### config.mk
export PLATFORM = sky130hd
export DESIGN_NAME = xm_mem_arbiter
export DESIGN_NICKNAME = d
export VERILOG_FILES = /design/src/rtl/xm_mem_arb_pkg.sv /design/src/rtl/xm_arb_select.sv /design/src/rtl/xm_mem_arbiter.sv
export SDC_FILE = /design/constraint.sdc
export NUM_CORES = 1
export LEC_CHECK = 0
export CAP_MARGIN = 40
export CORE_MARGIN = 1
export CORE_UTILIZATION = 42
export CTS_CLUSTER_DIAMETER = 50
export DETAILED_ROUTE_END_ITERATION = 12
export HOLD_SLACK_MARGIN = 0.15
export PLACE_DENSITY = 0.81
export SLEW_MARGIN = 40
export SYNTH_ARGS = -nofsm -noshare
export SYNTH_HDL_FRONTEND = slang
export SYNTH_SLANG_ARGS = --single-unit
### constraint.sdc
create_clock -name clk_i -period 2.2 [get_ports clk_i]
set_clock_uncertainty 0.15 [all_clocks]
set_input_delay 0.22 -clock clk_i [delete_from_list [all_inputs] [get_ports clk_i]]
set_output_delay 0.22 -clock clk_i [all_outputs]
set_load 0.01 [all_outputs]
### src/rtl/xm_mem_arb_pkg.sv
`default_nettype none
// ============================================================================
// Module  : xm_mem_arb_pkg
// Brief   : Shared types and defaults for the X-Makina memory port arbiter.
// Revision: 1.0 - initial release
// ============================================================================
package xm_mem_arb_pkg;

  typedef enum logic [1:0] {
    IDLE  = 2'd0,
    ISSUE = 2'd1,
    WAIT  = 2'd2,
    DONE  = 2'd3
  } arbState_e;

  typedef enum logic {
    GNT_CPU = 1'b0,
    GNT_DMA = 1'b1
  } grant_e;

  localparam int c_STARVE_LIM_DEF = 4;
  localparam int c_TMO_DEF        = 255;
  localparam int c_WAIT_CNT_W     = 8;

endpackage
`default_nettype wire

### src/rtl/xm_arb_select.sv
`default_nettype none
// ============================================================================
// Module  : xm_arb_select
// Brief   : Fixed CPU-priority winner pick with a DMA starvation streak.
// Revision: 1.0 - initial release
// ============================================================================
module xm_arb_select
  import xm_mem_arb_pkg::*;
#(
  parameter int STARVE_LIM = c_STARVE_LIM_DEF
) (
  input  logic clk_i,
  input  logic arst_i,
  input  logic i_cpuReq,
  input  logic i_dmaReq,
  input  logic i_arbEn,
  output logic o_anyReq,
  output logic o_winner
);

  // +2 keeps the width at least one bit even when STARVE_LIM is 0
  localparam int                    c_STREAK_W = $clog2(STARVE_LIM + 2);
  localparam logic [c_STREAK_W-1:0] c_LIM      = c_STREAK_W'(STARVE_LIM);
  localparam logic [c_STREAK_W-1:0] c_ONE      = c_STREAK_W'(1);

  logic [c_STREAK_W-1:0] r_streak;
  grant_e                w_winner;

  always_comb begin
    w_winner = GNT_CPU;
    if (i_dmaReq && (!i_cpuReq || (r_streak == c_LIM))) begin
      w_winner = GNT_DMA;
    end
  end

  assign o_anyReq = i_cpuReq | i_dmaReq;
  assign o_winner = w_winner;

  always_ff @(posedge clk_i or negedge arst_i) begin
    if (!arst_i) begin
      r_streak <= '0;
    end else if (i_arbEn) begin
      if (!i_dmaReq || (w_winner == GNT_DMA)) begin
        r_streak <= '0;
      end else if (r_streak != c_LIM) begin
        r_streak <= r_streak + c_ONE;
      end
    end
  end

endmodule
`default_nettype wire

### src/rtl/xm_mem_arbiter.sv
`default_nettype none
// ============================================================================
// Module  : xm_mem_arbiter
// Brief   : Shares one memory port between CPU and DMA masters with timeout.
// Revision: 1.0 - initial release
// ============================================================================
module xm_mem_arbiter
  import xm_mem_arb_pkg::*;
#(
  parameter int WORD       = 16,
  parameter int STARVE_LIM = c_STARVE_LIM_DEF,
  parameter int TMO        = c_TMO_DEF
) (
  input  logic            clk_i,
  input  logic            arst_i,
  input  logic            cpu_req_i,
  input  logic            cpu_rw_i,
  input  logic            cpu_byte_i,
  input  logic [WORD-1:0] cpu_adr_i,
  input  logic [WORD-1:0] cpu_wdata_i,
  output logic            cpu_ack_o,
  output logic            cpu_busy_o,
  input  logic            dma_req_i,
  input  logic            dma_rw_i,
  input  logic            dma_byte_i,
  input  logic [WORD-1:0] dma_adr_i,
  input  logic [WORD-1:0] dma_wdata_i,
  output logic            dma_ack_o,
  output logic            dma_busy_o,
  output logic [WORD-1:0] rdata_o,
  output logic            err_o,
  output logic            mem_en_o,
  output logic            mem_rw_o,
  output logic            mem_byte_o,
  output logic [WORD-1:0] mem_adr_o,
  output logic [WORD-1:0] mem_wdata_o,
  input  logic            mem_busy_i,
  input  logic [WORD-1:0] mem_rdata_i,
  output logic            gnt_o
);

  localparam logic [c_WAIT_CNT_W-1:0] c_TMO_CNT = c_WAIT_CNT_W'(TMO);
  localparam logic [c_WAIT_CNT_W-1:0] c_ONE     = c_WAIT_CNT_W'(1);

  arbState_e               r_state;
  arbState_e               w_nextState;
  grant_e                  r_gnt;
  logic [c_WAIT_CNT_W-1:0] r_waitCnt;
  logic [c_WAIT_CNT_W-1:0] w_waitInc;
  logic                    w_timeout;
  logic                    w_done;
  logic                    w_arbEn;
  logic                    w_anyReq;
  logic                    w_dmaWins;
  logic                    w_selRw;
  logic                    w_selByte;
  logic [WORD-1:0]         w_selAdr;
  logic [WORD-1:0]         w_selWdata;

  logic                    r_memEn;
  logic                    r_memRw;
  logic                    r_memByte;
  logic [WORD-1:0]         r_memAdr;
  logic [WORD-1:0]         r_memWdata;
  logic [WORD-1:0]         r_rdata;
  logic                    r_err;
  logic                    r_cpuAck;
  logic                    r_dmaAck;

  assign w_arbEn = (r_state == IDLE);

  xm_arb_select #(
    .STARVE_LIM (STARVE_LIM)
  ) u_select (
    .clk_i    (clk_i),
    .arst_i   (arst_i),
    .i_cpuReq (cpu_req_i),
    .i_dmaReq (dma_req_i),
    .i_arbEn  (w_arbEn),
    .o_anyReq (w_anyReq),
    .o_winner (w_dmaWins)
  );

  always_comb begin
    w_nextState = r_state;
    w_waitInc   = r_waitCnt + c_ONE;
    // waitCnt counts completed WAIT cycles, so the abort lands on WAIT cycle TMO
    w_timeout   = (TMO != 0) && (w_waitInc == c_TMO_CNT);
    w_done      = (r_state == WAIT) && (!mem_busy_i || w_timeout);
    w_selRw     = w_dmaWins ? dma_rw_i    : cpu_rw_i;
    w_selByte   = w_dmaWins ? dma_byte_i  : cpu_byte_i;
    w_selAdr    = w_dmaWins ? dma_adr_i   : cpu_adr_i;
    w_selWdata  = w_dmaWins ? dma_wdata_i : cpu_wdata_i;
    case (r_state)
      IDLE:    if (w_anyReq) w_nextState = ISSUE;
      ISSUE:   w_nextState = WAIT;
      WAIT:    if (w_done) w_nextState = DONE;
      DONE:    w_nextState = IDLE;
      default: w_nextState = IDLE;
    endcase
  end

  always_ff @(posedge clk_i or negedge arst_i) begin
    if (!arst_i) begin
      r_state    <= IDLE;
      r_gnt      <= GNT_CPU;
      r_waitCnt  <= '0;
      r_memEn    <= 1'b0;
      r_memRw    <= 1'b0;
      r_memByte  <= 1'b0;
      r_memAdr   <= '0;
      r_memWdata <= '0;
      r_rdata    <= '0;
      r_err      <= 1'b0;
      r_cpuAck   <= 1'b0;
      r_dmaAck   <= 1'b0;
    end else begin
      r_state  <= w_nextState;
      r_memEn  <= w_arbEn && w_anyReq;
      r_cpuAck <= w_done && (r_gnt == GNT_CPU);
      r_dmaAck <= w_done && (r_gnt == GNT_DMA);
      if (w_arbEn && w_anyReq) begin
        r_gnt      <= grant_e'(w_dmaWins);
        r_memRw    <= w_selRw;
        r_memByte  <= w_selByte;
        r_memAdr   <= w_selAdr;
        r_memWdata <= w_selWdata;
      end
      if (r_state == ISSUE) begin
        r_waitCnt <= '0;
      end
      if (r_state == WAIT) begin
        r_waitCnt <= w_waitInc;
        // read data is captured on writes too; an aborted access keeps the old value
        if (!mem_busy_i) begin
          r_rdata <= mem_rdata_i;
          r_err   <= 1'b0;
        end else if (w_timeout) begin
          r_err   <= 1'b1;
        end
      end
    end
  end

  assign cpu_ack_o   = r_cpuAck;
  assign dma_ack_o   = r_dmaAck;
  assign cpu_busy_o  = cpu_req_i & ~r_cpuAck;
  assign dma_busy_o  = dma_req_i & ~r_dmaAck;
  assign rdata_o     = r_rdata;
  assign err_o       = r_err;
  assign mem_en_o    = r_memEn;
  assign mem_rw_o    = r_memRw;
  assign mem_byte_o  = r_memByte;
  assign mem_adr_o   = r_memAdr;
  assign mem_wdata_o = r_memWdata;
  assign gnt_o       = r_gnt;

endmodule
`default_nettype wire

Word level (Yosys, flattened, before mapping)

Cells that the tools add are included.

Flip-flop bits (word level): 68
Input port bits: 89
Output and inout port bits: 57
Logic and storage cells: 63

$add $sub $neg: 2
Eq/ne operators: 9
Multiplexer cells: 14
Bitwise logic cells: 7
Reductions and logical operators: 18

Operators with widths:

| cell                                                                  | count |
|---|---|
| 16-bit two-way mux                                                    | 2 |
| 8-bit two-way mux                                                     | 2 |
| 8-bit by 1-bit adder with 8-bit output, second input constant         | 1 |
| 8-bit equality test, second input constant                            | 1 |
| 2-bit one-hot mux with 4 select lines                                 | 1 |
| 2-bit AND reduction                                                   | 4 |
| 3-bit two-way mux                                                     | 2 |
| 1-bit logical AND                                                     | 5 |
| 1-bit two-way mux                                                     | 5 |
| 2-bit equality test, second input constant                            | 2 |
| 2-bit two-way mux                                                     | 2 |
| 2-bit by 1-bit != test with 1-bit output, second input constant       | 2 |
| 1-bit NOT                                                             | 4 |
| 2-bit nonzero test                                                    | 2 |
| 3-bit by 1-bit adder with 3-bit output, second input constant         | 1 |
| 3-bit equality test, second input constant                            | 1 |
| 1-bit zero test                                                       | 3 |
| 1-bit logical OR                                                      | 3 |
| 3-bit != test, second input constant                                  | 1 |
| 1-bit AND                                                             | 2 |
| 2-bit by 1-bit equality test with 1-bit output, second input constant | 1 |
| 2-bit zero test                                                       | 1 |
| 2-bit != test, second input constant                                  | 1 |
| 1-bit bitwise OR                                                      | 1 |

Logic depth before layout (Yosys ltp)

Word-level depth: 7
Mapped depth: 8
Gate-level depth less buffers: 7

Hierarchy

From an unflattened synthesis, not the netlist that was laid out.

Cell total of the unflattened synthesis: 291
Area, all modules: 3194.3 µm²

By module, submodules not included:

| module         | instances | cells an instance | area each (µm²) | seq. area each (µm²) |
|---|---|---|---|---|
| xm_mem_arbiter | 1         | 271               | 2994.1          | 1626.6 |
| xm_arb_select  | 1         | 20                | 200.2           | 75.1 |

Worst setup path before layout

OpenSTA, ideal clock, no wires.

Path type: reg2reg
Start: reg r_waitCnt[1]
End: reg r_state[1]
Arrival: 1472 ps
Path slack: 453 ps
Cell stages (with the launch flop): 7
Clock period less this slack: 1747 ps
Cells stage by stage: dfrtp_1 > ha_1 > nand2b_2 > nor4_4 > a211oi_2 > nor2_2 > mux2_4

Cells in the longest elaborated chain, start to end: 6

Ends and longest elaborated chain:

| element                                | RTL line              | RTL |
|---|---|---|
| start, declared                        | xm_mem_arbiter.sv:48  | `logic [c_WAIT_CNT_W-1:0] r_waitCnt;` |
| start signal, assigned                 | xm_mem_arbiter.sv:133 | `r_waitCnt <= w_waitInc;` |
| 8-bit by 1-bit adder with 8-bit output | xm_mem_arbiter.sv:86  | `w_waitInc = r_waitCnt + c_ONE;` |
| 8-bit equality test                    | xm_mem_arbiter.sv:88  | `w_timeout = (TMO != 0) && (w_waitInc == c_TMO_CNT);` |
| 1-bit logical OR                       | xm_mem_arbiter.sv:89  | `w_done = (r_state == WAIT) && (!mem_busy_i \|\| w_timeout);` |
| 1-bit logical AND                      | xm_mem_arbiter.sv:89  |  |
| 2-bit != test (no source line)         | -                     |  |
| 2-bit AND reduction (no source line)   | -                     |  |
| end signal, assigned                   | xm_mem_arbiter.sv:118 | `r_state <= w_nextState;` |
| end, declared                          | xm_mem_arbiter.sv:45  | `arbState_e r_state;` |

Every way passes these cells.
A chain may end at the register's enable or synchronous reset.

Final worst setup path

Start: in cpu_req_i
End: out cpu_busy_o

Cells in the longest elaborated chain, start to end: 1

Ends and longest elaborated chain:

| element         | RTL line              | RTL |
|---|---|---|
| start, declared | xm_mem_arbiter.sv:16  | `input logic cpu_req_i,` |
| 1-bit AND       | xm_mem_arbiter.sv:147 | `assign cpu_busy_o = cpu_req_i & ~r_cpuAck;` |
| end, declared   | xm_mem_arbiter.sv:22  | `output logic cpu_busy_o,` |

Every way passes these cells.

==> out/metrics.csv <==
stage;metric;value;unit
timing;final slew viol count;0;
clock_tree;number of CTS-inserted buffers;9;
timing;total negative slack for setup checks;0;ps
min_path;Hold Path Class;in2async;
logic_synthesis;most used standard cell by instance count after synthesis;dfrtp_1;
global_route;first-pass GRT wire length;11500;µm
die;starting density of the core;43.6;%
power_and_ir_drop;static leakage;0.00233;µW
setup_path;crit end category;output pin;
detailed_routing;drt wl/cell;13.8;µm
detailed_routing;per-cell via count in the routed design;4.80;
clock_tree;clock transition at the registers of the reported paths;80;ps
timing;fin crit share;89.0;%
setup_path;cell with the biggest individual delay on the critical path;clkdlybuf4s50_1;
logic_synthesis;post-synthesis cell type with the largest combined area;dfrtp_1;
clock_tree;clock root buffer master;clkbuf_8;
timing;final period demand of the worst path;1960;ps
die;Placeable Area;0.00729;mm²
power_and_ir_drop;peak ir drop on the vdd network;0.607;mV
die;height of the die;89.0;µm
job;max-cap violations;0;
clock_tree;number of gates resized after cts;0;
logic_synthesis;Post-Synthesis Cell Area;0.00318;mm²
timing;slew of the pin with the lowest slew margin;357;ps
timing;number of setup violations in the final report;0;
setup_path;most repeated library cell on the critical path;clkdlybuf4s50_1;
timing;worst max-slew margin expressed relative to the limit;76.2;%
global_route;Global Route Usage Sum;19.0;%
logic_synthesis;post-synthesis async set-or-reset flop share;100;%
setup_path;Top Family by Delay on Critical Path;buffers and inverters;
setup_path;Crit. path cell count;3;
die;Horiz. Die Dim;89.0;µm
logic_synthesis;Cells after Synth;289;
logic_synthesis;Post-synth EDFFs;0;
detailed_routing;overall via count from detail_route;2603;
logic_synthesis;total nets after synthesis;385;
finish;number of antenna cells inserted;0;
detailed_routing;Post-DRT Antenna Nets;0;
detailed_routing;DR DRC count;0;
die;I/O pin count;146;
finish;finished layout cell area;0.00501;mm²
finish;area growth from synthesis to layout;57.5;%
setup_path;depth of the worst register-to-register path;6;
logic_synthesis;area share of the leading cell type in the synthesized netlist;53.5;%
setup_path;Worst EP arrival;1590;ps
global_route;Overflow after GRT;0;
logic_synthesis;Synth Warn #;0;
logic_synthesis;main area contributors after synthesis;dfrtp_1 53%, mux2i_1 12%, nand2_1 6.3%;
setup_path;ordered cell list for the critical path;clkdlybuf4s50_1, nor2b_1, clkdlybuf4s50_1;
global_route;number of antenna violations at the first check in global routing;0;
setup_path;largest fanout on the critical path;6;
logic_synthesis;register bit count reported by yosys;68;
logic_synthesis;Netlist cell types;41;
place;placer congestion estimate;0.748;
place;HPWL after detailed placement;5570;µm
setup_path;Worst Path Required;1830;ps
clock_tree;clock tree from TritonCTS;yes;
status;outcome;finished clean;
setup_path;reg2reg start;r_waitCnt[1];
logic_synthesis;most frequent cells after synthesis;68 x dfrtp_1, 53 x nand2_1, 37 x mux2i_1;
setup_path;critical register-to-register path endpoint;r_state[1];
detailed_routing;final WL;7480;µm
logic_synthesis;commonest register cell after synthesis;dfrtp_1;
clock_tree;deepest clock path buffer count;2;
finish;number of nets at the end of the flow;534;
setup_path;Buf+Inv Stages, Crit Path;2;
detailed_routing;TritonRoute pass-1 iters;4;
clock_tree;count of H-tree levels built during CTS;3;
finish;multi-input gate area in the final layout;0.00137;mm²
timing;RSZ-0062 raised after global routing;false;
timing;Max Freq;511;MHz
setup_path;delay of the slowest cell on the worst path;610;ps
finish;count of filler cells inserted in the layout;595;
timing;Final Hold Viols;0;
clock_tree;clk_lat worst skew;330;ps
die;standard-cell rows;31;
logic_synthesis;mean area per synthesized cell;11.0;µm²
place;buffers added on ports;145;
clock_tree;Clock Sink Count;68;
finish;Reg area;0.00170;mm²
setup_path;type of origin of the critical path;input pin;
die;Die Area;0.00793;mm²
place;area after detailed placement;0.00478;mm²
global_route;via count of the first global-routing pass;2592;
logic_synthesis;share of synthesized area occupied by flip-flops and latches;53.5;%
power_and_ir_drop;total power consumption of the routed design;5920;µW
setup_path;FF-to-FF setup slack;340;ps
setup_path;category of the most critical setup path;in2out;
global_route;pin count of the biggest net entering global routing;70;
detailed_routing;drt initial violations;76;
power_and_ir_drop;power density over the cells;1180;mW/mm²
finish;Final Util;68.7;%
finish;layout cell share with drive strength beyond 1;9.71;%
[cell usage in the layout, fill, tap and decap left out, drive strengths merged, types with 7 or more instances in the layout]
cell type	instances
o21ai	44
clkdlybuf4s50	144
buf	8
mux2	17
dfrtp	68
mux2i	37
inv	10
nand2	54
nor2	7
ha	7
clkbuf	9
[registers in the layout (all words and copies together), names as in the netlist]
signal,cells
mem_adr_o,16
mem_wdata_o,16
rdata_o,16
r_waitCnt,8
u_select.r_streak,3
r_state,2
cpu_ack_o,1
dma_ack_o,1
err_o,1
gnt_o,1
mem_byte_o,1
mem_en_o,1
mem_rw_o,1
[cell families after synthesis]
logic type	Yosys count	share of synthesized area (%)
buf+inv	24	3.77
mux	54	17.8
flops	68	53.5
simple gates	81	12.2
compound gates	55	9.99
fa+ha+maj	7	2.75
[worst max-delay path by stage]
| stage | start | end | slack [ps] |
|---|---|---|---|
| 2_1_floorplan | r_waitCnt[1] | r_state[1] | 450 |
| 3_3_place_gp | cpu_req_i | cpu_busy_o | 210 |
| 3_5_place_dp | cpu_req_i | mem_wdata_o[14] | 190 |
| 4_1_cts | cpu_req_i | cpu_busy_o | 220 |
| 5_1_grt | cpu_req_i | cpu_busy_o | 210 |
| 6_report | cpu_req_i | cpu_busy_o | 240 |
[report_power, final]
group	switching [µW]	internal (µW)	total [µW]
logic	1220	1510	2720
registers	276	1780	2060
clock network	496	646	1140
[timing repair]
| item | 4_1_cts | 5_1_grt |
|---|---|---|
| endpoints found under the hold margin | 68 | 0 |
| hold buffers | 1 | 0 |
| setup buffers | 0 | 0 |
[layer usage]
metal	share of wire, %	global-route usage [%]	vias to the layer above
li1	-	-	1292
met1	39	21.8	1204
met2	52	33.2	92
met3	7.2	4.62	15
met4	2.4	9.24	0
met5	0	0	-
[per-stage QoR]
stage	setup slack, ps	instances	hold WS [ps]
5_1_grt	205	542	304
6_report	242	542	283
4_1_cts	223	542	289
3_3_place_gp	209	525	104
3_5_place_dp	187	525	120
2_1_floorplan	453	289	-226
[worst reg2reg max path: stages, from the launching register on]
cell	delay, ps
dfrtp_1	420
ha_1	230
nand2b_2	210
nor4_4	180
a211oi_2	80
nor2_2	170
mux2_4	310
[layout make-up]
class | instances | area share [%]
tap | 99 | 2.47
timing repair buffer | 153 | 31.1
multi-input combinational | 197 | 27.3
clock inverter | 7 | 2.00
clock buffer | 9 | 2.47
sequential | 68 | 34.0
inverter | 9 | 0.674
(Power assumes the default switching activity.)
